File: src/rtl/bg_pkg.sv
// Shared types and constants for the background pixel fetch path.
package bg_pkg;

    localparam int unsigned ADDR_W      = 19;
    localparam int unsigned IDX_W       = 4;
    localparam int unsigned REG_W       = 2;
    localparam int unsigned CH_W        = 8;
    localparam int unsigned OOB_W       = 8;
    localparam int unsigned PAL_ENTRIES = 48;
    localparam int unsigned PAL_AW      = 6;
    localparam int unsigned MAP_WORDS   = 153600;
    localparam int unsigned SCORE_WORDS = 76800;

    typedef enum logic [REG_W-1:0] {
        REG_NONE   = 2'd0,
        REG_MAP    = 2'd1,
        REG_SCORE1 = 2'd2,
        REG_SCORE2 = 2'd3
    } region_e;

    typedef struct packed {
        logic [CH_W-1:0] r;
        logic [CH_W-1:0] g;
        logic [CH_W-1:0] b;
    } rgb24_t;

    typedef enum logic [1:0] {
        PAL_CLEAR  = 2'd0,
        PAL_IDLE   = 2'd1,
        PAL_ACCEPT = 2'd2
    } pal_fsm_e;

    // Address lies beyond the image backing the given region.
    function automatic logic is_oob(input region_e r, input logic [ADDR_W-1:0] a);
        case (r)
            REG_MAP:                return a >= ADDR_W'(MAP_WORDS);
            REG_SCORE1, REG_SCORE2: return a >= ADDR_W'(SCORE_WORDS);
            default:                return 1'b0;
        endcase
    endfunction

endpackage

File: src/rtl/bg_pixel_fetch_if.sv
// Palette write port: game logic (master) to pixel fetch block (slave).
interface bg_pixel_fetch_if;
    import bg_pkg::*;

    logic                pal_wr_valid;
    logic                pal_wr_ready;
    logic [PAL_AW-1:0]   pal_wr_idx;
    rgb24_t              pal_wr_rgb;

    modport master (output pal_wr_valid, output pal_wr_idx, output pal_wr_rgb, input  pal_wr_ready);
    modport slave  (input  pal_wr_valid, input  pal_wr_idx, input  pal_wr_rgb, output pal_wr_ready);
endinterface

File: src/rtl/bg_palette_ram.sv
// 48x24 palette RAM: one write port, registered read-first port with a force-black option.
module bg_palette_ram
    import bg_pkg::*;
(
    input  logic              clk,
    input  logic              rst_n,
    input  logic              rd_en,
    input  logic              rd_zero,
    input  logic [PAL_AW-1:0] rd_addr,
    output rgb24_t            rd_data,
    input  logic              wr_en,
    input  logic [PAL_AW-1:0] wr_addr,
    input  rgb24_t            wr_data
);

    rgb24_t mem [PAL_ENTRIES];

    always_ff @(posedge clk) begin
        if (wr_en) begin
            mem[wr_addr] <= wr_data;
        end
    end

    // Non-blocking read sees the pre-write contents on an address collision.
    always_ff @(posedge clk) begin
        if (!rst_n) begin
            rd_data <= '0;
        end else if (rd_en) begin
            rd_data <= rd_zero ? '0 : mem[rd_addr];
        end
    end

endmodule

File: src/rtl/bg_pixel_fetch.sv
// Background pixel fetch: image memory read, per-region palette lookup, VGA output
// with timing delayed to match; owns the vblank-gated palette write port.
module bg_pixel_fetch
    import bg_pkg::*;
(
    input  logic              Clk,
    input  logic              Reset_n,
    input  logic              pixel_en,
    input  logic [ADDR_W-1:0] bg_read_address,
    input  logic [REG_W-1:0]  is_bg,
    input  logic              blank_n_in,
    input  logic              hs_in,
    input  logic              vs_in,
    input  logic              vblank,
    output logic [ADDR_W-1:0] mem_addr,
    output logic [REG_W-1:0]  mem_bank,
    input  logic [IDX_W-1:0]  mem_rdata,
    bg_pixel_fetch_if.slave   pal,
    output logic [CH_W-1:0]   VGA_R,
    output logic [CH_W-1:0]   VGA_G,
    output logic [CH_W-1:0]   VGA_B,
    output logic              VGA_HS,
    output logic              VGA_VS,
    output logic              VGA_BLANK_N,
    output logic [OOB_W-1:0]  oob_count
);

    logic              in_oob;
    logic              s1_oob, s1_hs, s1_vs, s1_blank_n;
    logic [IDX_W-1:0]  s2_idx;
    region_e           s2_region;
    logic              s2_oob, s2_hs, s2_vs, s2_blank_n;
    logic              s3_zero;
    logic [REG_W-1:0]  s2_rsel;
    logic [PAL_AW-1:0] pal_rd_addr;
    rgb24_t            pal_rgb;
    logic              vs_prev;

    pal_fsm_e          state;
    logic [PAL_AW-1:0] clr_ptr;
    logic              wr_en;
    logic [PAL_AW-1:0] wr_addr;
    rgb24_t            wr_data;

    assign in_oob = is_oob(region_e'(is_bg), bg_read_address);

    // S1/S2 pipeline; out-of-bounds pixels fetch address 0 and are masked later.
    always_ff @(posedge Clk) begin
        if (!Reset_n) begin
            mem_addr   <= '0;
            mem_bank   <= '0;
            s1_oob     <= 1'b0;
            s1_hs      <= 1'b1;
            s1_vs      <= 1'b1;
            s1_blank_n <= 1'b0;
            s2_idx     <= '0;
            s2_region  <= REG_NONE;
            s2_oob     <= 1'b0;
            s2_hs      <= 1'b1;
            s2_vs      <= 1'b1;
            s2_blank_n <= 1'b0;
            VGA_HS      <= 1'b1;
            VGA_VS      <= 1'b1;
            VGA_BLANK_N <= 1'b0;
        end else if (pixel_en) begin
            mem_addr   <= in_oob ? '0 : bg_read_address;
            mem_bank   <= is_bg;
            s1_oob     <= in_oob;
            s1_hs      <= hs_in;
            s1_vs      <= vs_in;
            s1_blank_n <= blank_n_in;
            s2_idx     <= mem_rdata;
            s2_region  <= region_e'(mem_bank);
            s2_oob     <= s1_oob;
            s2_hs      <= s1_hs;
            s2_vs      <= s1_vs;
            s2_blank_n <= s1_blank_n;
            VGA_HS      <= s2_hs;
            VGA_VS      <= s2_vs;
            VGA_BLANK_N <= s2_blank_n;
        end
    end

    // S3: palette lookup lands directly in the RAM output register.
    assign s3_zero     = !s2_blank_n || (s2_region == REG_NONE) || s2_oob;
    assign s2_rsel     = REG_W'(s2_region) - REG_W'(1);
    assign pal_rd_addr = {s2_rsel, s2_idx};

    bg_palette_ram u_palette (
        .clk     (Clk),
        .rst_n   (Reset_n),
        .rd_en   (pixel_en),
        .rd_zero (s3_zero),
        .rd_addr (pal_rd_addr),
        .rd_data (pal_rgb),
        .wr_en   (wr_en),
        .wr_addr (wr_addr),
        .wr_data (wr_data)
    );

    assign VGA_R = pal_rgb.r;
    assign VGA_G = pal_rgb.g;
    assign VGA_B = pal_rgb.b;

    // Per-frame out-of-bounds counter, cleared on vs_in falling edge.
    always_ff @(posedge Clk) begin
        if (!Reset_n) begin
            vs_prev   <= 1'b1;
            oob_count <= '0;
        end else begin
            vs_prev <= vs_in;
            if (vs_prev && !vs_in) begin
                oob_count <= '0;
            end else if (pixel_en && in_oob && (oob_count != '1)) begin
                oob_count <= oob_count + OOB_W'(1);
            end
        end
    end

    // Palette ownership: clear all entries after reset, then accept writes only in vblank.
    always_ff @(posedge Clk) begin
        if (!Reset_n) begin
            state   <= PAL_CLEAR;
            clr_ptr <= '0;
        end else begin
            case (state)
                PAL_CLEAR: begin
                    clr_ptr <= clr_ptr + PAL_AW'(1);
                    if (clr_ptr == PAL_AW'(PAL_ENTRIES - 1)) begin
                        state <= PAL_IDLE;
                    end
                end
                PAL_IDLE:   if (vblank)  state <= PAL_ACCEPT;
                PAL_ACCEPT: if (!vblank) state <= PAL_IDLE;
                default:    state <= PAL_CLEAR;
            endcase
        end
    end

    // Ready falls in the same cycle vblank does, so a late request simply waits.
    assign pal.pal_wr_ready = Reset_n && (state == PAL_ACCEPT) && vblank;

    always_comb begin
        wr_en   = 1'b0;
        wr_addr = '0;
        wr_data = '0;
        if (state == PAL_CLEAR) begin
            wr_en   = Reset_n;
            wr_addr = clr_ptr;
        end else if (pal.pal_wr_valid && pal.pal_wr_ready && (pal.pal_wr_idx[5:4] != 2'd3)) begin
            wr_en   = 1'b1;
            wr_addr = pal.pal_wr_idx;
            wr_data = pal.pal_wr_rgb;
        end
    end

endmodule
File: src/flat_wrapper.sv
// flat-port wrapper written by rule: the top's interface ports become plain ports
module bg_pixel_fetch_flat import bg_pkg::*;
  (Clk, Reset_n, pixel_en, bg_read_address, is_bg, blank_n_in, hs_in, vs_in, vblank, mem_addr, mem_bank, mem_rdata, VGA_R, VGA_G, VGA_B, VGA_HS, VGA_VS, VGA_BLANK_N, oob_count, pal_pal_wr_valid, pal_pal_wr_idx, pal_pal_wr_rgb, pal_pal_wr_ready);
  bg_pixel_fetch_if pal_i ();
  input  logic Clk;
  input  logic Reset_n;
  input  logic pixel_en;
  input  logic [ADDR_W-1:0] bg_read_address;
  input  logic [REG_W-1:0] is_bg;
  input  logic blank_n_in;
  input  logic hs_in;
  input  logic vs_in;
  input  logic vblank;
  output logic [ADDR_W-1:0] mem_addr;
  output logic [REG_W-1:0] mem_bank;
  input  logic [IDX_W-1:0] mem_rdata;
  output logic [CH_W-1:0] VGA_R;
  output logic [CH_W-1:0] VGA_G;
  output logic [CH_W-1:0] VGA_B;
  output logic VGA_HS;
  output logic VGA_VS;
  output logic VGA_BLANK_N;
  output logic [OOB_W-1:0] oob_count;
  input wire logic [$bits(pal_i.pal_wr_valid)-1:0] pal_pal_wr_valid;
  input wire logic [$bits(pal_i.pal_wr_idx)-1:0] pal_pal_wr_idx;
  input wire logic [$bits(pal_i.pal_wr_rgb)-1:0] pal_pal_wr_rgb;
  output wire logic [$bits(pal_i.pal_wr_ready)-1:0] pal_pal_wr_ready;
  assign pal_i.pal_wr_valid = pal_pal_wr_valid;
  assign pal_i.pal_wr_idx = pal_pal_wr_idx;
  assign pal_i.pal_wr_rgb = pal_pal_wr_rgb;
  assign pal_pal_wr_ready = pal_i.pal_wr_ready;
  bg_pixel_fetch u_core (.Clk(Clk), .Reset_n(Reset_n), .pixel_en(pixel_en), .bg_read_address(bg_read_address), .is_bg(is_bg), .blank_n_in(blank_n_in), .hs_in(hs_in), .vs_in(vs_in), .vblank(vblank), .mem_addr(mem_addr), .mem_bank(mem_bank), .mem_rdata(mem_rdata), .pal(pal_i), .VGA_R(VGA_R), .VGA_G(VGA_G), .VGA_B(VGA_B), .VGA_HS(VGA_HS), .VGA_VS(VGA_VS), .VGA_BLANK_N(VGA_BLANK_N), .oob_count(oob_count));
endmodule
File: config.mk
export PLATFORM = sky130hd
export DESIGN_NAME = bg_pixel_fetch_flat
export DESIGN_NICKNAME = d
export VERILOG_FILES = /design/src/rtl/bg_pkg.sv /design/src/rtl/bg_pixel_fetch_if.sv /design/src/rtl/bg_palette_ram.sv /design/src/rtl/bg_pixel_fetch.sv /design/src/flat_wrapper.sv
export SDC_FILE = /design/constraint.sdc
export NUM_CORES = 1
export LEC_CHECK = 0
export BUFFER_PORTS_ARGS = -buffer_cell sky130_fd_sc_hd__buf_4
export CAP_MARGIN = 5
export CELL_PAD_IN_SITES_DETAIL_PLACEMENT = 0
export CELL_PAD_IN_SITES_GLOBAL_PLACEMENT = 1
export CORE_MARGIN = 2
export CORE_UTILIZATION = 49
export CTS_CLUSTER_DIAMETER = 60
export DETAILED_ROUTE_END_ITERATION = 8
export PLACE_DENSITY = 0.83
export SLEW_MARGIN = 20
export SYNTH_ARGS = -nofsm -noshare
export SYNTH_HDL_FRONTEND = slang
export SYNTH_HIERARCHICAL = 1
export SYNTH_SLANG_ARGS = --single-unit
File: constraint.sdc
create_clock -name Clk -period 3.95 [get_ports Clk]
set_input_delay 0.395 -clock Clk [delete_from_list [all_inputs] [get_ports Clk]]
set_output_delay 0.395 -clock Clk [all_outputs]
set_load 0.05 [all_outputs]
# After elaboration in Yosys (flattened, before gate mapping)
# Memories as Yosys holds them, arrays and structs flattened.
# Cells that the tools add are included.
[totals] reg_bits=79 mem_bits_rw=1152 inputBits=63 output_inout_bits=57 word_cells=71 mem_count=1
[mem_list] name="u_core.u_palette.mem" words=48 word_bits=24 rd=1 rd_ports_with_merged_regs=0 wr=1 line_no="bg_palette_ram.sv:16" source="rgb24_t mem [PAL_ENTRIES];"
[classes] add_sub_neg=3 order_cmp=2 n_eq_ne=11 n_mux=15 bitwise_logic=1 n_reduce_logical=16
[op_table] cell="24-bit 2-to-1 mux" n=3
[op_table] cell="19-bit by 17-bit greater-or-equal comparator with 1-bit output (second input constant)" n=1
[op_table] cell="19-bit by 18-bit greater-or-equal comparator with 1-bit output (second input constant)" n=1
[op_table] cell="19-bit 2-to-1 mux" n=1
[op_table] cell="6-bit 2-to-1 mux" n=2
[op_table] cell="8-bit by 1-bit adder with 8-bit output (second input constant)" n=1
[op_table] cell="8-bit != test (second input constant)" n=1
[op_table] cell="1-bit logical AND" n=7
[op_table] cell="6-bit by 1-bit adder with 6-bit output (second input constant)" n=1
[op_table] cell="2-bit == test (second input constant)" n=3
[op_table] cell="6-bit == test (second input constant)" n=1
[op_table] cell="2-bit 2-to-1 mux" n=3
[op_table] cell="2-bit != test (second input constant)" n=3
[op_table] cell="2-bit one-hot mux with 3 select lines" n=1
[op_table] cell="2-bit by 1-bit == test with 1-bit output (second input constant)" n=2
[op_table] cell="2-bit zero test" n=2
[op_table] cell="1-bit 2-to-1 mux" n=4
[op_table] cell="2-bit OR reduction" n=2
[op_table] cell="3-bit AND reduction" n=1
[op_table] cell="1-bit zero test" n=2
[op_table] cell="1-bit logical OR" n=2
[op_table] cell="2-bit by 1-bit != test with 1-bit output (second input constant)" n=1
[op_table] cell="1-bit one-hot mux with 2 select lines" n=1
[op_table] cell="2-bit by 1-bit subtractor with 2-bit output (second input constant)" n=1
[op_table] cell="1-bit inverter" n=1

# Longest topological paths before layout
[logic_depth] depth_word=9 depth_mapped=10 mapped_depth_nobuf=8

# By module
# The synthesis kept the hierarchy.
[by_module_without_submodules] module="bg_palette_ram" instances=1 cells_per_inst=2140 area_per_inst_um2=45094.5 seq_area_each_um2=35073.6
[by_module_without_submodules] module="bg_pixel_fetch" instances=1 cells_per_inst=245 area_per_inst_um2=2399.8 seq_area_each_um2=1101.1

# Worst setup path before layout
# No wires, ideal clock.
[synth_timing] kind="input-to-reg" from="input port vblank" to="memory u_core/u_palette/mem[18][0] (netlist bit) (enable)" setup_time_ps=435 arrival_time_ps=4647 required_time_ps=3515 slack_ps=-1132 path_stages=8 n_path_buf=1 path_cell_list="nand2_1 nor3b_1 and3_1 clkbuf_1 a22o_1 nor4bb_1 nand2_1 nor3_1"
[synth_between] word_cells_on_any_way=9 classes_between="6 x mux; 3 x reduce/logical"
[synth_rtl] item="from (decl)" line_no="flat_wrapper.sv:13" source="input logic vblank;"
[synth_rtl] item="1-bit logical AND" line_no="bg_pixel_fetch.sv:141" source="assign pal.pal_wr_ready = Reset_n && (state == PAL_ACCEPT) && vblank;"
[synth_rtl] item="via pal_pal_wr_ready" line_no="flat_wrapper.sv:27" source="output wire logic [$bits(pal_i.pal_wr_ready)-1:0] pal_pal_wr_ready;"
[synth_rtl] item="1-bit logical AND (2 in series)" line_no="bg_pixel_fetch.sv:150" source="end else if (pal.pal_wr_valid && pal.pal_wr_ready && (pal.pal_wr_idx[5:4] != 2'd3)) begin"
[synth_rtl] item="6-bit 2-to-1 mux" line_no="bg_pixel_fetch.sv:150"
[synth_rtl] item="6-bit 2-to-1 mux" line_no="bg_pixel_fetch.sv:147" source="if (state == PAL_CLEAR) begin"
[synth_rtl] item="via u_core.wr_addr[4]" line_no="bg_pixel_fetch.sv:42" source="logic [PAL_AW-1:0] wr_addr;"
[synth_rtl] item="to (decl)" line_no="bg_palette_ram.sv:16"
# The timed path passes the listed nets, and every way through them passes these cells.

# Final worst setup path
[layout_timing] from="register u_core.s2_region[0]" to="register u_core/u_palette/rd_data[7] (netlist bit)"
[layout_between] word_cells_on_any_way=6 classes_between="1 x add/sub; 1 x mux; 3 x reduce/logical; 1 x memory"
[layout_rtl] item="from (decl)" line_no="bg_pixel_fetch.sv:31" source="region_e s2_region;"
[layout_rtl] item="from (signal assigned)" line_no="bg_pixel_fetch.sv:73" source="s2_region <= region_e'(mem_bank);"
[layout_rtl] item="2-bit by 1-bit subtractor with 2-bit output" line_no="bg_pixel_fetch.sv:86" source="assign s2_rsel = REG_W'(s2_region) - REG_W'(1);"
[layout_rtl] item="via u_core.s2_rsel[0]" line_no="bg_pixel_fetch.sv:34" source="logic [REG_W-1:0] s2_rsel;"
[layout_rtl] item="memory read 48 x 24 bit"
[layout_rtl] item="24-bit 2-to-1 mux" line_no="bg_palette_ram.sv:29" source="rd_data <= rd_zero ? '0 : mem[rd_addr];"
[layout_rtl] item="to (signal assigned)" line_no="bg_palette_ram.sv:29"
[layout_rtl] item="to (decl)" line_no="bg_palette_ram.sv:10" source="output rgb24_t rd_data,"
# The timed path passes the listed nets, and every way through them passes these cells.
# A chain may end at the register's enable or synchronous reset.

==> impl_summary.txt <==
----------------------------------------------------
[Timing]
  Least-Margin Pin Slew ... 1.22 ns
  Period utilisation layout ... 0.848
  Setup repair after global routing missed its margin ... no
  Final critical-path setup slack ... 0.602 ns
  Final number of hold-violating endpoints ... 0
  Post-Route Skew ... 0.0736 ns
  Highest achievable clock rate ... 0.299 GHz
  Worst hold slack across all endpoints ... 0.185 ns
  Accumulated negative setup slack ... 0 ns
  Final setup viols ... 0
  Number of max-slew violations in the final report ... 0
  Slew HR ... 0.187
  Minimum clock period ... 3.35 ns

[Clock tree]
  CTS tree ... built
  CTS root buffer ... sky130_fd_sc_hd__clkbuf_16
  Number of sinks handled by clock tree synthesis ... 1,231
  Max Root-Sink Buffers ... 3
  Clock-pin slew reported for the worst setup and hold paths after clock tree synthesis ... 0.06 ns
  Post-CTS setup buffers ... 0
  Total CTS buffers ... 117
  Clk Latency, worst-skew pair ... 0.73 ns
  Number of H-tree levels ... 3

[Yosys]
  Post-synth top area cell ... sky130_fd_sc_hd__edfxtp_1
  Post-synthesis simple-gate area fraction ... 0.0297
  Number of flops mapped to enable cells by yosys ... 1,152
  Post-Syn Area ... 47,500 um^2
  Total of flip-flops plus latches after synthesis ... 1,231
  Synth warnings ... 6
  Average size of a mapped cell ... 19.9 um^2
  Share of the synthesized area in compound gates (AO/OA/AOI/OAI) ... 0.0413
  Share of cell area taken by muxes after synthesis ... 0.149
  Count of mapped cells out of synthesis ... 2,385
  Synth Net Count ... 2,451
  XOR/XNOR share of the synthesized area ... 0.00111
  Largest cells by area after synthesis ... sky130_fd_sc_hd__edfxtp_1, sky130_fd_sc_hd__mux4_2, sky130_fd_sc_hd__mux2i_1, sky130_fd_sc_hd__dfxtp_1, sky130_fd_sc_hd__mux2_2
  Most frequent cells after synthesis ... sky130_fd_sc_hd__edfxtp_1, sky130_fd_sc_hd__mux4_2, sky130_fd_sc_hd__mux2i_1
  Main combinational cell family by area after synthesis ... multiplexers
  Number of distinct library cell variants in the gate-level netlist after synthesis ... 61
  Share of the synthesized area in the top cell type ... 0.728
  Most instantiated library cell after synthesis ... sky130_fd_sc_hd__edfxtp_1
  Sequential-to-total area share from yosys stat ... 0.762
  Primary flip-flop cell chosen by synthesis mapping ... sky130_fd_sc_hd__edfxtp_1
  Post-synth ARST share ... 0
  Adder and majority cell fraction of the synthesized area ... 0.000790

[Final layout]
  Multi-input gate area in the final layout ... 10,700 um^2
  Number of standard cells in the final layout excluding fillers ... 4,034
  Flip-flop and latch area ... 36,200 um^2
  Final cell area excluding filler cells ... 54,900 um^2
  Final core utilization ... 0.569
  Number of inserted filler cells in the final layout ... 6,979
  Layout cell share with drive strength beyond 1 ... 0.284
  Area Overhead vs Synth ... 15.6%
  Fin nets ... 2,719

[Setup path]
  Required time of the worst setup path ... 4.57 ns
  Type of the worst setup path ... reg2reg
  Critical path fanouts, max ... 20
  Worst Path Arrival ... 3.97 ns
  Category of the worst setup path capture point ... flop
  Register-to-Register Setup Slack ... 0.60 ns
  Category of the worst setup path launch point ... flop

[Power]
  Peak supply drop ... 450 uV
  Share of power burned in registers ... 0.534
  Combinational cell fraction of total power ... 0.038
  Reported net switching power ... 5.50 mW
  Internal power contribution ... 21.0 mW
  Clock power frac ... 0.428
  Areal power density over the cells ... 484 nW/um^2
  Switching part of the total ... 0.207
  Total power ... 26.6 mW
  Leakage component of the power ... 20.2 nW

[Route]
  Detailed-route wire length per cell ... 29.1 um
  Average via count per standard cell ... 6.15
  Violation count after the first detailed-route iteration ... 3,303
  Overall routed net length ... 117,000 um
  Final ANT Viol Nets ... 0
  Post-route DRC violation count ... 0
  Number of detailed-route iterations in the first pass ... 6
  Overall via count from detail_route ... 24,800

[Floorplan]
  Width of the die ... 315 um
  Initial Utilization ... 0.493
  Chip Height ... 315 um
  Top-Level Pins ... 120
  Die Outline Area ... 99,400 um^2
  Core Area ... 96,400 um^2
  Standard-cell rows ... 114

[Placement]
  Cell area after placement ... 50,700 um^2
  Worst setup slack after placement ... 0.724 ns
  Cell Count Post-Placement ... 3,780
  Final estimated routing congestion in global placement ... 0.850
  Post-DP HPWL ... 72,500 um
  IO Port Bufs ... 119

[Min path]
  Path type of the worst min-delay path ... in2reg

[GRT]
  Total congestion overflow ... 0
  GR Util All Layers ... 0.236
  Antenna violations before repair ... 6
  Wire length of the first global-routing pass ... 169,000 um
  Pin count of the biggest net entering global routing ... 52
  Vias in the first global route ... 24,800

[Status]
  Result of the run ... completed

[Flow run]
  Max cap viols ... 0

----------------------------------------------------
[registers in the layout (all words and copies together), names as in the netlist, 2 cells and up]
signal                    cells
u_core/clr_ptr                6
u_core/mem_bank               2
u_core/oob_count              8
u_core/mem_addr              19
u_core/state                  2
u_core/u_palette/rd_data     24
u_core/s2_region              2
u_core/s2_idx                 4
u_core/u_palette/mem       1152
[final cells by class]
cell class | count | share of cell area
Inverter | 7 | 0.000479
Tap cell | 1276 | 0.0291
Timing Repair Buffer | 289 | 0.0438
Clock buffer | 140 | 0.0556
Sequential cell | 1231 | 0.659
Antenna cell | 2 | 0.0000911
Multi-Input combinational cell | 1007 | 0.196
Clock inverter | 82 | 0.0162
[path summary, 6_finish.rpt]
path                                              end  cells past startpoint                              from
max          u_core/u_palette/rd_data[7]$_SDFFE_PN0P_                      8  u_core/s2_region[0]$_SDFFE_PN0P_
min                         u_core/s1_vs$_SDFFE_PN1P_                      3                          pixel_en
max reg2reg  u_core/u_palette/rd_data[7]$_SDFFE_PN0P_                      8  u_core/s2_region[0]$_SDFFE_PN0P_
min reg2reg                u_core/VGA_VS$_SDFFE_PN1P_                      2        u_core/VGA_VS$_SDFFE_PN1P_
[cell usage in the layout, fill, tap and decap left out, drive strengths merged, types with 4 or more instances in the layout]
cell	instances
a221oi	22
dfxtp	79
edfxtp	1152
nand2	43
and2	34
nand2b	20
nand3	13
mux2i	192
mux2	65
xnor2	5
a311oi	23
bufinv	15
a22o	29
buf	259
clkbuf	140
o22ai	45
a22oi	55
dlygate4sd3	30
nand3b	4
nor2	85
or4	8
nor3	19
mux4	196
inv	12
clkinv	59
a31oi	5
a21oi	18
a221o	4
nand4	6
o31ai	21
nor4	5
nor2b	21
o21ai	31
[critical path, stage by stage (launching register included)]
cell	delay [ns]
sky130_fd_sc_hd__dfxtp_1	0.34
sky130_fd_sc_hd__inv_1	0.08
sky130_fd_sc_hd__ha_1	0.31
sky130_fd_sc_hd__inv_1	0.17
sky130_fd_sc_hd__nand3b_1	0.80
sky130_fd_sc_hd__o22ai_1	0.20
sky130_fd_sc_hd__nor3_1	0.59
sky130_fd_sc_hd__o21ai_0	0.44
sky130_fd_sc_hd__o31ai_1	0.32
[layer usage]
| layer | global-route usage | part of all wire |
|---|---|---|
| met5 | 0 | 0.00028 |
| met4 | 0.0768 | 0.030 |
| met3 | 0.0727 | 0.12 |
| met2 | 0.358 | 0.46 |
| met1 | 0.328 | 0.39 |
[logic make-up after synthesis]
group,count (synthesis)
mux,453
compound gates,270
flops,1231
xor+xnor,6
fa+ha+maj,3
buf+inv,147
simple gates,275
[power groups by stage]
stage               Sequential, mW  Combinational (mW)  Clock [mW]
CTS                           14.2                1.01        11.5
finish                        14.2                1.02        11.4
floorplan                     14.4               0.633           0
global route                  14.2                1.07        12.0
detailed placement            14.5               0.983           0
global placement              14.5               0.968           0
[what timing repair did]
item	in CTS	in global routing
hold buffers	30	0
resized for setup	0	0
endpoints found under the hold margin	31	0
Power figures use the tool's default switching activity.
